`config.mk`:
```
export PLATFORM = sky130hd
export DESIGN_NAME = ctrl_package_responder
export DESIGN_NICKNAME = d
export VERILOG_FILES = /design/src/rtl/ctrl_package_responder.sv
export SDC_FILE = /design/constraint.sdc
export NUM_CORES = 1
export LEC_CHECK = 0
export BUFFER_PORTS_ARGS = -buffer_cell sky130_fd_sc_hd__buf_2
export CORE_ASPECT_RATIO = 0.9
export CORE_MARGIN = 5
export CORE_UTILIZATION = 50
export DETAILED_ROUTE_END_ITERATION = 12
export PLACE_DENSITY = 0.72
export SYNTH_ARGS = -nofsm -noshare
export SYNTH_HDL_FRONTEND = slang
export SYNTH_SLANG_ARGS = --single-unit
```
`constraint.sdc`:
```
create_clock -name sys_clk -period 3.22 [get_ports sys_clk]
set_input_delay 0 -clock sys_clk [delete_from_list [all_inputs] [get_ports sys_clk]]
set_output_delay 0 -clock sys_clk [all_outputs]
set_load 0.01 [all_outputs]
```
`src/rtl/ctrl_package_responder.sv`:
```
// Far-end responder for the 2-bit control-package link: receives and validates frames,
// then returns a reply frame after a fixed turnaround. Define CTRL_RESP_ECHO_EN for loopback replies.
module ctrl_package_responder #(
    parameter int                PKG_W       = 128,
    parameter int                PAD_W       = 16,
    parameter logic [PAD_W-1:0]  PAD_PATTERN = 16'hFFFF,
    parameter int                TURNAROUND  = 4
) (
    input  logic             sys_clk,
    input  logic             rst_n,
    input  logic [1:0]       ctrl_rx_data,
    input  logic             ctrl_rx_dv,
    output logic             ctrl_tx_clk,
    output logic [1:0]       ctrl_tx_data,
    output logic             ctrl_tx_en,
    input  logic             reply_en,
    input  logic [PKG_W-1:0] reply_package_i,
    output logic [PKG_W-1:0] rx_package_o,
    output logic             rx_valid,
    output logic             rx_err,
    output logic             reply_busy,
    output logic             reply_overrun,
    output logic [15:0]      rx_frame_cnt_o
);

    localparam int TOT_W = PKG_W + PAD_W;
    localparam int NDIB  = TOT_W / 2;
    localparam int CW    = $clog2(NDIB + 1);
    localparam int GW    = (TURNAROUND > 1) ? $clog2(TURNAROUND) : 1;
    localparam logic [CW-1:0] NDIB_C   = CW'(NDIB);
    localparam logic [CW-1:0] LAST_C   = CW'(NDIB - 1);
    localparam logic [GW-1:0] GAP_LAST = GW'(TURNAROUND - 1);

    typedef enum logic [1:0] {IDLE, GAP, SEND} state_t;

    assign ctrl_tx_clk = sys_clk;

    // ---------------- RX path ----------------
    logic [TOT_W-1:0] rx_sr, rx_sr_nx;
    logic [CW-1:0]    rx_cnt;

    assign rx_sr_nx = {rx_sr[TOT_W-3:0], ctrl_rx_data};

    always_ff @(posedge sys_clk or negedge rst_n) begin
        if (!rst_n) begin
            rx_sr          <= '0;
            rx_cnt         <= '0;
            rx_package_o   <= '0;
            rx_valid       <= 1'b0;
            rx_err         <= 1'b0;
            rx_frame_cnt_o <= '0;
        end else begin
            rx_valid <= 1'b0;
            rx_err   <= 1'b0;
            if (ctrl_rx_dv) begin
                // Once a full frame is in, extra dibits are dropped until dv falls.
                if (rx_cnt != NDIB_C) begin
                    rx_sr  <= rx_sr_nx;
                    rx_cnt <= rx_cnt + CW'(1);
                    if (rx_cnt == LAST_C) begin
                        if (rx_sr_nx[PAD_W-1:0] == PAD_PATTERN) begin
                            rx_package_o   <= rx_sr_nx[TOT_W-1:PAD_W];
                            rx_valid       <= 1'b1;
                            rx_frame_cnt_o <= rx_frame_cnt_o + 16'd1;
                        end else begin
                            rx_err <= 1'b1;
                        end
                    end
                end
            end else begin
                if (rx_cnt != '0 && rx_cnt != NDIB_C)
                    rx_err <= 1'b1;
                rx_cnt <= '0;
            end
        end
    end

    // ---------------- Reply FSM ----------------
    state_t           state, state_nx;
    logic [GW-1:0]    gap_cnt, gap_nx;
    logic [CW-1:0]    dib_cnt, dib_nx;
    logic [TOT_W-1:0] tx_sr, tx_sr_nx, tx_load;
    logic [1:0]       tx_data_nx;
    logic             tx_en_nx;

`ifdef CTRL_RESP_ECHO_EN
    assign tx_load = {rx_package_o, PAD_PATTERN};
`else
    assign tx_load = {reply_package_i, PAD_PATTERN};
`endif

    assign reply_busy    = (state != IDLE);
    assign reply_overrun = rx_valid && (state != IDLE);

    always_comb begin
        state_nx   = state;
        gap_nx     = gap_cnt;
        dib_nx     = dib_cnt;
        tx_sr_nx   = tx_sr;
        tx_data_nx = 2'b00;
        tx_en_nx   = 1'b0;
        case (state)
            IDLE: begin
                if (rx_valid && reply_en) begin
                    state_nx = GAP;
                    gap_nx   = '0;
                end
            end
            GAP: begin
                // The first dibit is registered on this edge so it appears at N+TURNAROUND+1.
                if (gap_cnt == GAP_LAST) begin
                    state_nx   = SEND;
                    tx_en_nx   = 1'b1;
                    tx_data_nx = tx_load[TOT_W-1 -: 2];
                    tx_sr_nx   = {tx_load[TOT_W-3:0], 2'b00};
                    dib_nx     = CW'(1);
                end else begin
                    gap_nx = gap_cnt + GW'(1);
                end
            end
            SEND: begin
                if (dib_cnt == NDIB_C) begin
                    state_nx = IDLE;
                end else begin
                    tx_en_nx   = 1'b1;
                    tx_data_nx = tx_sr[TOT_W-1 -: 2];
                    tx_sr_nx   = {tx_sr[TOT_W-3:0], 2'b00};
                    dib_nx     = dib_cnt + CW'(1);
                end
            end
            default: state_nx = IDLE;
        endcase
    end

    always_ff @(posedge sys_clk or negedge rst_n) begin
        if (!rst_n) begin
            state        <= IDLE;
            gap_cnt      <= '0;
            dib_cnt      <= '0;
            tx_sr        <= '0;
            ctrl_tx_data <= 2'b00;
            ctrl_tx_en   <= 1'b0;
        end else begin
            state        <= state_nx;
            gap_cnt      <= gap_nx;
            dib_cnt      <= dib_nx;
            tx_sr        <= tx_sr_nx;
            ctrl_tx_data <= tx_data_nx;
            ctrl_tx_en   <= tx_en_nx;
        end
    end

endmodule

```
# Word level (Yosys, flattened, before mapping)
# Cells that the tools add are included.
dict set report op_classes {
  muxes 30
  n_eq_ne 13
  addsub 4
  reduce_logical 13
}
# op count
set ops {}
lappend ops {{$mux W144} 2}
lappend ops {{$pmux W144 S2} 1}
lappend ops {{$mux W7} 4}
lappend ops {{$add A16 B1 Y16 const B} 1}
lappend ops {{$eq A16 B16 Y1 const B} 1}
lappend ops {{$add A7 B1 Y7 const B} 2}
lappend ops {{$eq A7 B7 Y1 const B} 2}
lappend ops {{$mux W2} 7}
lappend ops {{$pmux W7 S2} 1}
lappend ops {{$mux W1} 11}
lappend ops {{$ne A2 B2 Y1 const B} 5}
lappend ops {{$reduce_and A3 Y1} 3}
lappend ops {{$pmux W2 S2} 2}
lappend ops {{$ne A7 B7 Y1 const B} 1}
lappend ops {{$reduce_bool A7 Y1} 1}
lappend ops {{$pmux W2 S3} 1}
lappend ops {{$reduce_bool A2 Y1} 3}
lappend ops {{$eq A2 B2 Y1 const B} 2}
lappend ops {{$reduce_and A4 Y1} 1}
lappend ops {{$logic_and A1 B1 Y1} 3}
lappend ops {{$add A2 B1 Y2 const B} 1}
lappend ops {{$eq A2 B1 Y1 const B} 1}
lappend ops {{$logic_not A2 Y1} 1}
lappend ops {{$ne A2 B1 Y1 const B} 1}
lappend ops {{other kinds (2)} 2}
dict set report totals {
  reg_bits 453
  output_inout_bits 152
  wordCells 72
  input_bits 134
}

# Longest topological paths before layout
# Gate-level depths: netlist of run 1.
dict set report logic_depth {
  ltp_word 5
  mapped_depth 10
  ltp_nobuf 6
}

==> results of run 1 <==
power groups by stage:
stage                     Sequential, mW  Combinational, mW  Clock, mW
after CTS                           6.15              0.819       6.13
after global placement              6.24              0.645     0.0188
after global routing                6.20              0.906       6.39
after detailed placement            6.24              0.675     0.0188
after floorplan                     6.13              0.404     0.0256
final                               6.15              0.814       5.99
per-layer routing:
layer	track usage [%]	wire, um	vias up
met4	6.59	903	0
li1	-	-	5603
met5	0	0	-
met2	33.5	20300	340
met3	4.07	2190	73
met1	29.2	18900	6091
stage by stage:
stage | cell area, sq um | instances | power (mW) | worst slack [ns]
floorplan | 18300 | 1365 | 6.56 | 0.895
finish | 23400 | 2284 | 13.0 | 0.588
global placement | 20300 | 2065 | 6.90 | 0.619
global route | 23400 | 2284 | 13.5 | 0.461
CTS | 23400 | 2284 | 13.1 | 0.566
detailed placement | 20300 | 2065 | 6.94 | 0.590
cells by family (layout without fill, tap and decap cells):
family,count (synthesis),count (layout),share of synthesized area [%]
fa+ha+maj,10,10,0.682
buf+inv,109,552,2.96
simple gates,223,223,5.48
xor+xnor,21,21,1.00
flops,443,443,60.4
compound gates,157,157,4.63
mux,402,402,24.8
tightest hold or removal path: stages:
cell and delay [ns]:
dlygate4sd3_1 0.52, buf_2 0.09, mux2i_1 0.05, a21oi_1 0.13
cell usage in the layout (no fill, tap or decap), types with 6 or more instances in the layout:
cell,count
mux2_4,50
xor2_1,13
buf_2,284
xnor2_1,8
ha_1,9
and3_1,6
nand2_1,14
dfrtp_1,443
a31oi_1,8
nor4_1,11
and2_1,7
nand4_1,10
buf_4,11
inv_1,23
clkbuf_16,52
nor2_1,140
dlygate4sd3_1,134
mux2_2,223
a21oi_1,130
clkbuf_8,14
nand3_1,16
buf_12,13
clkbuf_1,8
bufinv_16,7
mux2i_1,129
worst max-delay path by stage:
stage,depth (start not counted),slack [ns],endpoint
2_1_floorplan,8,0.89,rx_sr[100]
3_3_place_gp,7,0.62,rx_sr[30]
3_5_place_dp,7,0.59,rx_sr[22]
4_1_cts,7,0.57,rx_sr[26]
5_1_grt,7,0.46,tx_sr[118]
6_report,7,0.59,rx_sr[26]
state kept, by name, indices dropped and copies added, names as in the netlist:
| register | cells |
|---|---|
| rx_sr | 142 |
| tx_sr | 134 |
| rx_package_o | 128 |
| rx_frame_cnt_o | 16 |
| dib_cnt | 7 |
| rx_cnt | 7 |
| ctrl_tx_data | 2 |
| gap_cnt | 2 |
| state | 2 |
| ctrl_tx_en | 1 |
| rx_err | 1 |
| rx_valid | 1 |
final cells by class:
cell class	count	area [sq um]	area share (%)
sequential	443	11100	47.3
multi-input combinational	813	6750	28.8
timing repair buffer	443	3140	13.4
clock buffer	75	1530	6.53
tap	476	596	2.54
clock inverter	10	236	1.01
inverter	24	90.1	0.384
==> metrics.yaml, run 1 <==
max-slew-margin-rel_pct: 20.7
synth.top_cells.by_count: "dfrtp_1, mux2_2, nor2_1"
hold_slack_ns: 0.173
timing.rr.start: "rx_cnt[0]"
fp.dieW_um: 212
final_hold_viol_count: 0
power.internal_mw: 10.2
crit_buf_inv: 2
min_period_ns: 2.63
fp-row-count: 66
async_flop_share_pct: 100
power_frac_seq_pct: 47.5
maxSlewViolCount: 0
area_growth_pct: 27.7
synth_area_leaders: "dfrtp_1, mux2_2, mux2i_1, mux2_4, a21oi_1"
cap_violations: 0
synthCells: 1365
hold_path.class: "input pin to flop"
setup_violations: 0
grt_antenna_before_repair: 0
switching_share_pct: 21.4
grt_pass1_wl_um: 68800
grt_pass1_vias: 12800
core_sq_um: 36200
worstMarginPinSlew_ns: 1.19
insertedDiodeCount: 0
synth_top_area_share_pct: 60.4
cts_setup_buffers: 0
ir_drop_mv: 0.490
critPathRequiredTime_ns: 3.75
crit_chain: "inv_1, ha_1, or4b_1, or2_2, nand2_8, buf_4, mux2_2"
die_h_um: 192
synth_fp_nets: 1509
vias: 12100
p_switching_mw: 2.77
critPathArrivalTime_ns: 3.17
post_cts_resized: 0
portBuffers: 285
drt-initial-drc-count: 679
leakagePower_nw: 11.1
min_period_over_period_pct: 81.8
power_density_nw_per_um2: 553
end_kind: "flop"
holdPathEnd: "tx_sr[117]"
synth-seq-cells: 443
worst_path_largest_cell_delay_ns: 0.50
synth_edf_count: 0
start_util_pct: 50.7
crit_type: "flop to flop"
track_usage_pct: 20.9
grt_max_degree: 148
r2r_cells: 7
reg2reg_to: "rx_sr[26]"
yosysTopAreaCell: "dfrtp_1"
pwr-share-comb_pct: 6.3
drtAntennaViolNets: 0
hpwl_um: 25700
routedWlPerCell_um: 18.5
cp_max_fo: 40
finalWirelength_um: 42300
die_area_sq_um: 40600
tns_ns: 0
hold_buffers: 135
cts_tree: "yes"
synth.most_common_cell: "dfrtp_1"
clock_power_share_pct: 46.2
r2r_setup_slack_ns: 0.59
critPathLaunch: "rx_cnt[0]"
start_kind: "flop"
ys_types: 46
final_layout_size_suffix_gt1_share_pct: 36.8
synth_area_per_cell_sq_um: 13.4
n_fill_cell: 2599
cts.clk_slew.worst_paths_ns: 0.06
gr-total-overflow: 0
yosysWarnings: 0
place.gp.congestion: 0.805
vias_per_cell: 5.30
layout.nets: 1919
synth_seq_area_share_pct: 60.4
worst_path_max_delay_cell: "or4b_1"
skew_ns: 0.00951
outcome: "finished, final reports clean"
cp_top_family: "simple AND/OR/NAND/NOR gates"
utilization_pct: 64.8
synthFlopType: "dfrtp_1"
clock_latency_ns: 0.66
drt_pass1_iterations: 5
drc_errors: 0
holdCritStartpoint: "reply_package_i[99]"
timing.fmax_mhz: 380
rsz0062_at_grt: "no"
syn_area_sq_um: 18300
io_pins: 286
holdPathStages: 4
No activity file was read; power rests on OpenSTA's default activity.
==> run 2: changes to the inputs <==
--- a/config.mk
+++ b/config.mk
@@ -5,6 +5,7 @@
 export SDC_FILE = /design/constraint.sdc
 export NUM_CORES = 1
 export LEC_CHECK = 0
+export ABC_AREA = 1
 export BUFFER_PORTS_ARGS = -buffer_cell sky130_fd_sc_hd__buf_2
 export CORE_ASPECT_RATIO = 0.9
 export CORE_MARGIN = 5
==> constraint.sdc (replaced) <==
create_clock -name sys_clk -period 2.7 [get_ports sys_clk]
set_input_delay 0 -clock sys_clk [delete_from_list [all_inputs] [get_ports sys_clk]]
set_output_delay 0 -clock sys_clk [all_outputs]
set_load 0.01 [all_outputs]
==> run 2 against run 1 <==
  * Global-route usage rose by 1.1 points
  * Sequential power increased by 17%
  * Clock power rose by 9.8%
  * Design area hardly changed
  * Setup slack got worse by 0.076 ns
  * Core utilization shrank 1.5 points
  * Power increased by 15%
  * Synthesized cell count up 41%
  * Hold slack worse by 0.11 ns
  * Count of clock-buffer cells in the layout decreased by 12
  * Area after synthesis grew 1.8%
  * Routed wire length rose by 7.5%
  * Critical path type unchanged
==> metrics.yaml, run 2 <==
placed_area_sq_um: 20500  # was 20300 sq um
synth.top_cells.by_count: "nand2_1, dfrtp_1, o21ai_1"  # was dfrtp_1, mux2_2, nor2_1
total_power_mw: 14.9  # was 13.0 mW
skew_ns: 0.0131  # was 0.00951 ns
worst_path_largest_cell_delay_ns: 0.42  # was 0.50 ns
hold_slack_ns: 0.0656  # was 0.173 ns
async_flop_share_pct: 100  # unchanged
cts.clk_slew.worst_paths_ns: 0.06  # about the same
maxSlewViolCount: 0  # unchanged
synth_edf_count: 0  # unchanged
start_kind: "flop"  # unchanged
synth_seq_area_share_pct: 59.4  # was 60.4%
io_pins: 286  # unchanged
portBuffers: 285  # unchanged
cts_tree: "yes"  # unchanged
r2r_setup_slack_ns: 0.51  # was 0.59 ns
rsz0062_at_grt: "no"  # unchanged
r2r_cells: 8  # was 7
timing.fmax_mhz: 457  # was 380 MHz
synth.most_common_cell: "nand2_1"  # was dfrtp_1
timing.rr.start: "state[1]"  # was rx_cnt[0]
final_cell_mix: "nand2_1, dfrtp_1, buf_2"  # was dfrtp_1, buf_2, mux2_2
hpwl_um: 26800  # was 25700 um
fin_ws_ns: 0.512  # was 0.588 ns
cp_max_fo: 75  # was 40
grt_pass1_wl_um: 75400  # was 68800 um
final_layout_size_suffix_gt1_share_pct: 19.8  # was 36.8%
synthCells: 1925  # was 1365
worst_path_max_delay_cell: "dfrtp_1"  # was or4b_1
worstMarginPinSlew_ns: 0.898  # was 1.19 ns
syn_area_sq_um: 18700  # was 18300 sq um
clock_latency_ns: 0.66  # about the same
drtAntennaViolNets: 0  # unchanged
synth_area_leaders: "dfrtp_1, nand2_1, o21ai_1, mux2i_1, inv_1"  # was dfrtp_1, mux2_2, mux2i_1, mux2_4, a21oi_1
top_regs: "rx_sr: 142 flops, tx_sr: 134 flops, rx_package_o: 128 flops"  # unchanged
crit_chain: "inv_1, ha_1, inv_2, or2_1, nand3_4, buf_12, nand2_1, o21ai_1"  # was inv_1, ha_1, or4b_1, or2_2, nand2_8, buf_4, mux2_2
grt_antenna_before_repair: 0  # unchanged
layout.nets: 2453  # was 1919
end_kind: "flop"  # unchanged
regMostFlops: "rx_sr"  # unchanged
min_period_ns: 2.19  # was 2.63 ns
insertedDiodeCount: 0  # unchanged
synth_fp_nets: 2069  # was 1509
fp.dieW_um: 214  # was 212 um
min_period_over_period_pct: 81.1  # was 81.8%
drc_errors: 0  # unchanged
layout_commonest_cell: "nand2_1"  # was dfrtp_1
place.gp.congestion: 0.820  # was 0.805
drt-initial-drc-count: 1162  # was 679
yosysTopAreaCell: "dfrtp_1"  # unchanged
place_ws_ns: 0.626  # was 0.590 ns
yosysWarnings: 0  # unchanged
area_growth_pct: 25.6  # was 27.7%
max-slew-margin-rel_pct: 40.2  # was 20.7%
critPathArrivalTime_ns: 2.77  # was 3.17 ns
gr-total-overflow: 0  # unchanged
grt_max_degree: 130  # was 148
final_hold_viol_count: 0  # unchanged
hold_path.class: "input pin to asynchronous set/reset pin"  # was input pin to flop
tns_ns: 0  # unchanged
drt_pass1_iterations: 5  # unchanged
track_usage_pct: 22.0  # was 20.9%
setup_violations: 0  # unchanged
grt_pass1_vias: 14900  # was 12800
vias: 14400  # was 12100
synthFlopType: "dfrtp_1"  # unchanged
ys_types: 28  # was 46
vias_per_cell: 5.10  # was 5.30
reg2reg_to: "tx_sr[61]"  # was rx_sr[26]
critPathRequiredTime_ns: 3.28  # was 3.75 ns
routedWlPerCell_um: 16.1  # was 18.5 um
crit_buf_inv: 3  # was 2
power_density_nw_per_um2: 634  # was 553 nW/um^2
synth-seq-cells: 443  # unchanged
outcome: "finished, final reports clean"  # unchanged
final_area_sq_um: 23400  # about the same
cp_top_family: "simple AND/OR/NAND/NOR gates"  # unchanged
cap_violations: 0  # unchanged
synth_area_per_cell_sq_um: 9.70  # was 13.4 sq um
n_fill_cell: 2895  # was 2599
largest_reg_flops: 142  # unchanged
ir_drop_mv: 0.518  # was 0.490 mV
die_h_um: 193  # was 192 um
core_sq_um: 37100  # was 36200 sq um
finalWirelength_um: 45500  # was 42300 um
fp-row-count: 67  # was 66
synth_top_area_share_pct: 59.4  # was 60.4%
die_area_sq_um: 41300  # was 40600 sq um
leakagePower_nw: 11.2  # was 11.1 nW
start_util_pct: 50.4  # was 50.7%
crit_type: "flop to flop"  # unchanged
-- run 2: how the worst max path moves through the flow --
stage	startpoint	end	slack, ns	cells after the start
6_report	state[1]	tx_sr[61]	0.51	8
5_1_grt	state[1]	tx_sr[30]	0.36	8
4_1_cts	state[1]	tx_sr[22]	0.55	8
3_5_place_dp	state[1]	tx_sr[41]	0.63	8
3_3_place_gp	state[1]	tx_sr[3]	0.70	7
2_1_floorplan	state[0]	tx_sr[20]	1.06	6
-- run 2: layout make-up --
class / count / area [sq um] / share of cell area, %
timing repair buffer: 443 / 3220 / 13.7
sequential: 443 / 11100 / 47.3
clock inverter: 17 / 195 / 0.833
tap: 483 / 604 / 2.58
clock buffer: 63 / 1380 / 5.89
inverter: 166 / 623 / 2.66
multi-input combinational: 1206 / 6340 / 27.0
-- run 2: metrics by stage --
stage | util, % | instances
after floorplan | - | 1925
after global placement | 55.4 | 2608
after detailed placement | 55.4 | 2608
after CTS | 63.3 | 2821
after global routing | 63.3 | 2821
final | 63.3 | 2821
-- run 2: tightest hold or removal path, cell delays in order --
cell           delay, ns
dlygate4sd3_1       0.58
buf_8               0.22
buf_16              0.31
-- run 2: power by group --
group	leakage (nW)	internal (mW)	switching [mW]	total, mW
logic	4.99	0.455	0.642	1.10
registers	5.43	6.99	0.199	7.19
clock network	0.787	3.96	2.62	6.58
-- run 2: what timing repair did --
item | 4_1_cts | 5_1_grt
hold endpoints to repair | 583 | 0
resized for setup | 0 | 0
hold buffers | 134 | 0
buffers inserted | 0 | 0
-- run 2: kinds of logic after synthesis --
logic type	share of synthesized area, %
and+or+nand+nor	13.5
DFF	59.4
AOI/OAI and AO/OA	12.5
buffers and inverters	6.86
muxes	6.65
adders and majority gates	0.670
xor gates and xnor gates	0.422
-- run 2: routing by layer --
metal  vias up  GRT usage (%)  wire, um
met5         -              0         0
met4         0           5.82      1060
met3        91           5.98      3330
met2       404           35.9     21400
met1      6891           29.2     19700
li1       6996              -         -
==> run 3: changes to the inputs <==
--- a/config.mk
+++ b/config.mk
@@ -5,13 +5,13 @@
 export SDC_FILE = /design/constraint.sdc
 export NUM_CORES = 1
 export LEC_CHECK = 0
-export ABC_AREA = 1
+export ABC_AREA = 0
 export BUFFER_PORTS_ARGS = -buffer_cell sky130_fd_sc_hd__buf_2
 export CORE_ASPECT_RATIO = 0.9
 export CORE_MARGIN = 5
 export CORE_UTILIZATION = 50
 export DETAILED_ROUTE_END_ITERATION = 12
-export PLACE_DENSITY = 0.72
+export PLACE_DENSITY = 0.74
 export SYNTH_ARGS = -nofsm -noshare
 export SYNTH_HDL_FRONTEND = slang
 export SYNTH_SLANG_ARGS = --single-unit
==> constraint.sdc (replaced) <==
create_clock -name sys_clk -period 1.9 [get_ports sys_clk]
set_input_delay 0 -clock sys_clk [delete_from_list [all_inputs] [get_ports sys_clk]]
set_output_delay 0 -clock sys_clk [all_outputs]
set_load 0.01 [all_outputs]
==> run 3 against run 2 <==
  * The run now ends with setup timing left
  * Cell count is 15% lower
  * Sequential power rose by 46%
  * Clock skew up 0.013 ns
  * Largest power group unchanged
  * Highest routed layer unchanged
==> metrics.yaml, run 3 (same netlist as run 1, synthesis figures left out) <==
min_period_ns: 2.23  # was 2.19 ns
cap_violations: 0  # unchanged
drtAntennaViolNets: 0  # unchanged
placed_area_sq_um: 20800  # was 20500 sq um
seq_area_sq_um: 11100  # unchanged
place_ws_ns: -0.281  # was 0.626 ns
final_cell_mix: "dfrtp_1, buf_2, mux2_2"  # was nand2_1, dfrtp_1, buf_2
hpwl_um: 27500  # was 26800 um
final_layout_size_suffix_gt1_share_pct: 42.7  # was 19.8%
hold_path.class: "input pin to asynchronous set/reset pin"  # unchanged
gr-total-overflow: 0  # unchanged
r2r_setup_slack_ns: -0.33  # was 0.51 ns
worst_path_max_delay_cell: "or4b_4"  # was dfrtp_1
n_fill_cell: 2278  # was 2895
start_kind: "flop"  # unchanged
cts.clk_slew.worst_paths_ns: 0.06  # about the same
area_growth_pct: 37.1  # was 25.6%
ir_drop_mv: 0.749  # was 0.518 mV
routedWlPerCell_um: 21.2  # was 16.1 um
end_kind: "flop"  # unchanged
leakagePower_nw: 11.9  # was 11.2 nW
skew_ns: 0.0262  # was 0.0131 ns
reg2reg_to: "rx_sr[113]"  # was tx_sr[61]
regMostFlops: "rx_sr"  # unchanged
crit_chain: "inv_2, ha_4, or4b_4, or2_4, nand2_8, buf_16, mux2_2"  # was inv_1, ha_1, inv_2, or2_1, nand3_4, buf_12, nand2_1, o21ai_1
vias: 13100  # was 14400
worstMarginPinSlew_ns: 0.497  # was 0.898 ns
place.gp.congestion: 0.831  # was 0.820
multi_input_area_sq_um: 7290  # was 6340 sq um
drt_pass1_iterations: 5  # unchanged
largest_reg_flops: 142  # unchanged
tns_ns: -70.69  # was 0 ns
outcome: "finished, violations left"  # was finished, final reports clean
core_sq_um: 36200  # was 37100 sq um
critPathLaunch: "rx_cnt[1]"  # was state[1]
rsz0062_at_grt: "yes"  # was no
r2r_cells: 7  # was 8
drc_errors: 0  # unchanged
fp.dieW_um: 212  # was 214 um
critPathRequiredTime_ns: 2.44  # was 3.28 ns
final_area_sq_um: 25100  # was 23400 sq um
maxSlewViolCount: 0  # unchanged
worst_path_largest_cell_delay_ns: 0.46  # was 0.42 ns
critPathArrivalTime_ns: 2.77  # about the same
min_period_over_period_pct: 118  # was 81.1%
fin_ws_ns: -0.334  # was 0.512 ns
track_usage_pct: 21.9  # was 22.0%
utilization_pct: 69.5  # was 63.3%
timing.fmax_mhz: 448  # was 457 MHz
fp-row-count: 66  # was 67
io_pins: 286  # unchanged
clock_latency_ns: 0.68  # was 0.66 ns
cp_max_fo: 15  # was 75
layout_commonest_cell: "dfrtp_1"  # was nand2_1
finalWirelength_um: 50500  # was 45500 um
drt-initial-drc-count: 983  # was 1162
die_h_um: 192  # was 193 um
vias_per_cell: 5.47  # was 5.10
power_density_nw_per_um2: 858  # was 634 nW/um^2
grt_max_degree: 99  # was 130
grt_pass1_vias: 13300  # was 14900
cts_tree: "yes"  # unchanged
timing.rr.start: "rx_cnt[1]"  # was state[1]
violations: "setup timing"
grt_pass1_wl_um: 71500  # was 75400 um
start_util_pct: 50.7  # was 50.4%
final_hold_viol_count: 0  # unchanged
layout.nets: 2016  # was 2453
grt_antenna_before_repair: 4  # was 0
setup_violations: 278  # was 0
top_regs: "rx_sr: 142 flops, tx_sr: 134 flops, rx_package_o: 128 flops"  # unchanged
portBuffers: 285  # unchanged
max-slew-margin-rel_pct: 66.8  # was 40.2%
die_area_sq_um: 40600  # was 41300 sq um
crit_type: "flop to flop"  # unchanged
run 3: cell type report:
cell class	count	area share [%]
sequential	443	44.1
multi-input combinational	816	29.0
timing repair buffer	537	17.8
clock buffer	72	5.66
tap	476	2.37
clock inverter	14	0.672
inverter	24	0.408
antenna	5	0.0498
run 3: worst max path at each step:
stage	endpoint	slack [ns]	cells past startpoint
after floorplan	rx_sr[100]	-0.23	8
after global placement	rx_sr[82]	-0.24	7
after detailed placement	rx_sr[58]	-0.28	7
after CTS	rx_sr[77]	-0.30	7
after global routing	rx_sr[113]	-0.37	7
final	rx_sr[113]	-0.33	7
run 3: metal layers:
layer / vias to the layer above / global-route usage [%] / routed length, um
met4: 0 / 8.05 / 1830
met5: - / 0 / 0
met2: 444 / 35.4 / 24800
li1: 5811 / - / -
met3: 154 / 5.41 / 2990
met1: 6647 / 29.0 / 20800
run 3: timing repair:
item                                    in CTS  in global routing
resized for setup                            5                128
gates cloned                                 1                 28
pin swaps                                    1                  8
endpoints found under the setup margin     276                386
hold buffers                               134                  0
setup buffers                                0                 25
hold endpoints to repair                   588                  0
run 3: worst max-delay path: cells and delay by family (launching register included):
| kind | cells | cell delay [ns] |
|---|---|---|
| and+or+nand+nor | 3 | 0.94 |
| DFF | 1 | 0.39 |
| muxes | 1 | 0.36 |
| buffers and inverters | 2 | 0.28 |
| adders and majority gates | 1 | 0.12 |
run 3: per-stage QoR:
step / power [mW] / instances / hold slack, ns
final: 21.6 / 2387 / 0.0821
after global routing: 22.4 / 2387 / 0.0689
after CTS: 21.5 / 2329 / 0.0396
after detailed placement: 11.9 / 2109 / -0.0344
after global placement: 11.8 / 2109 / -0.0410
after floorplan: 11.2 / 1365 / -0.296
run 3: report_power, final:
group          switching [mW]  internal (mW)  total [mW]
logic                   0.667           1.07        1.74
clock network            3.79           5.59        9.38
registers               0.499           9.97        10.5
total                    4.95           16.6        21.6
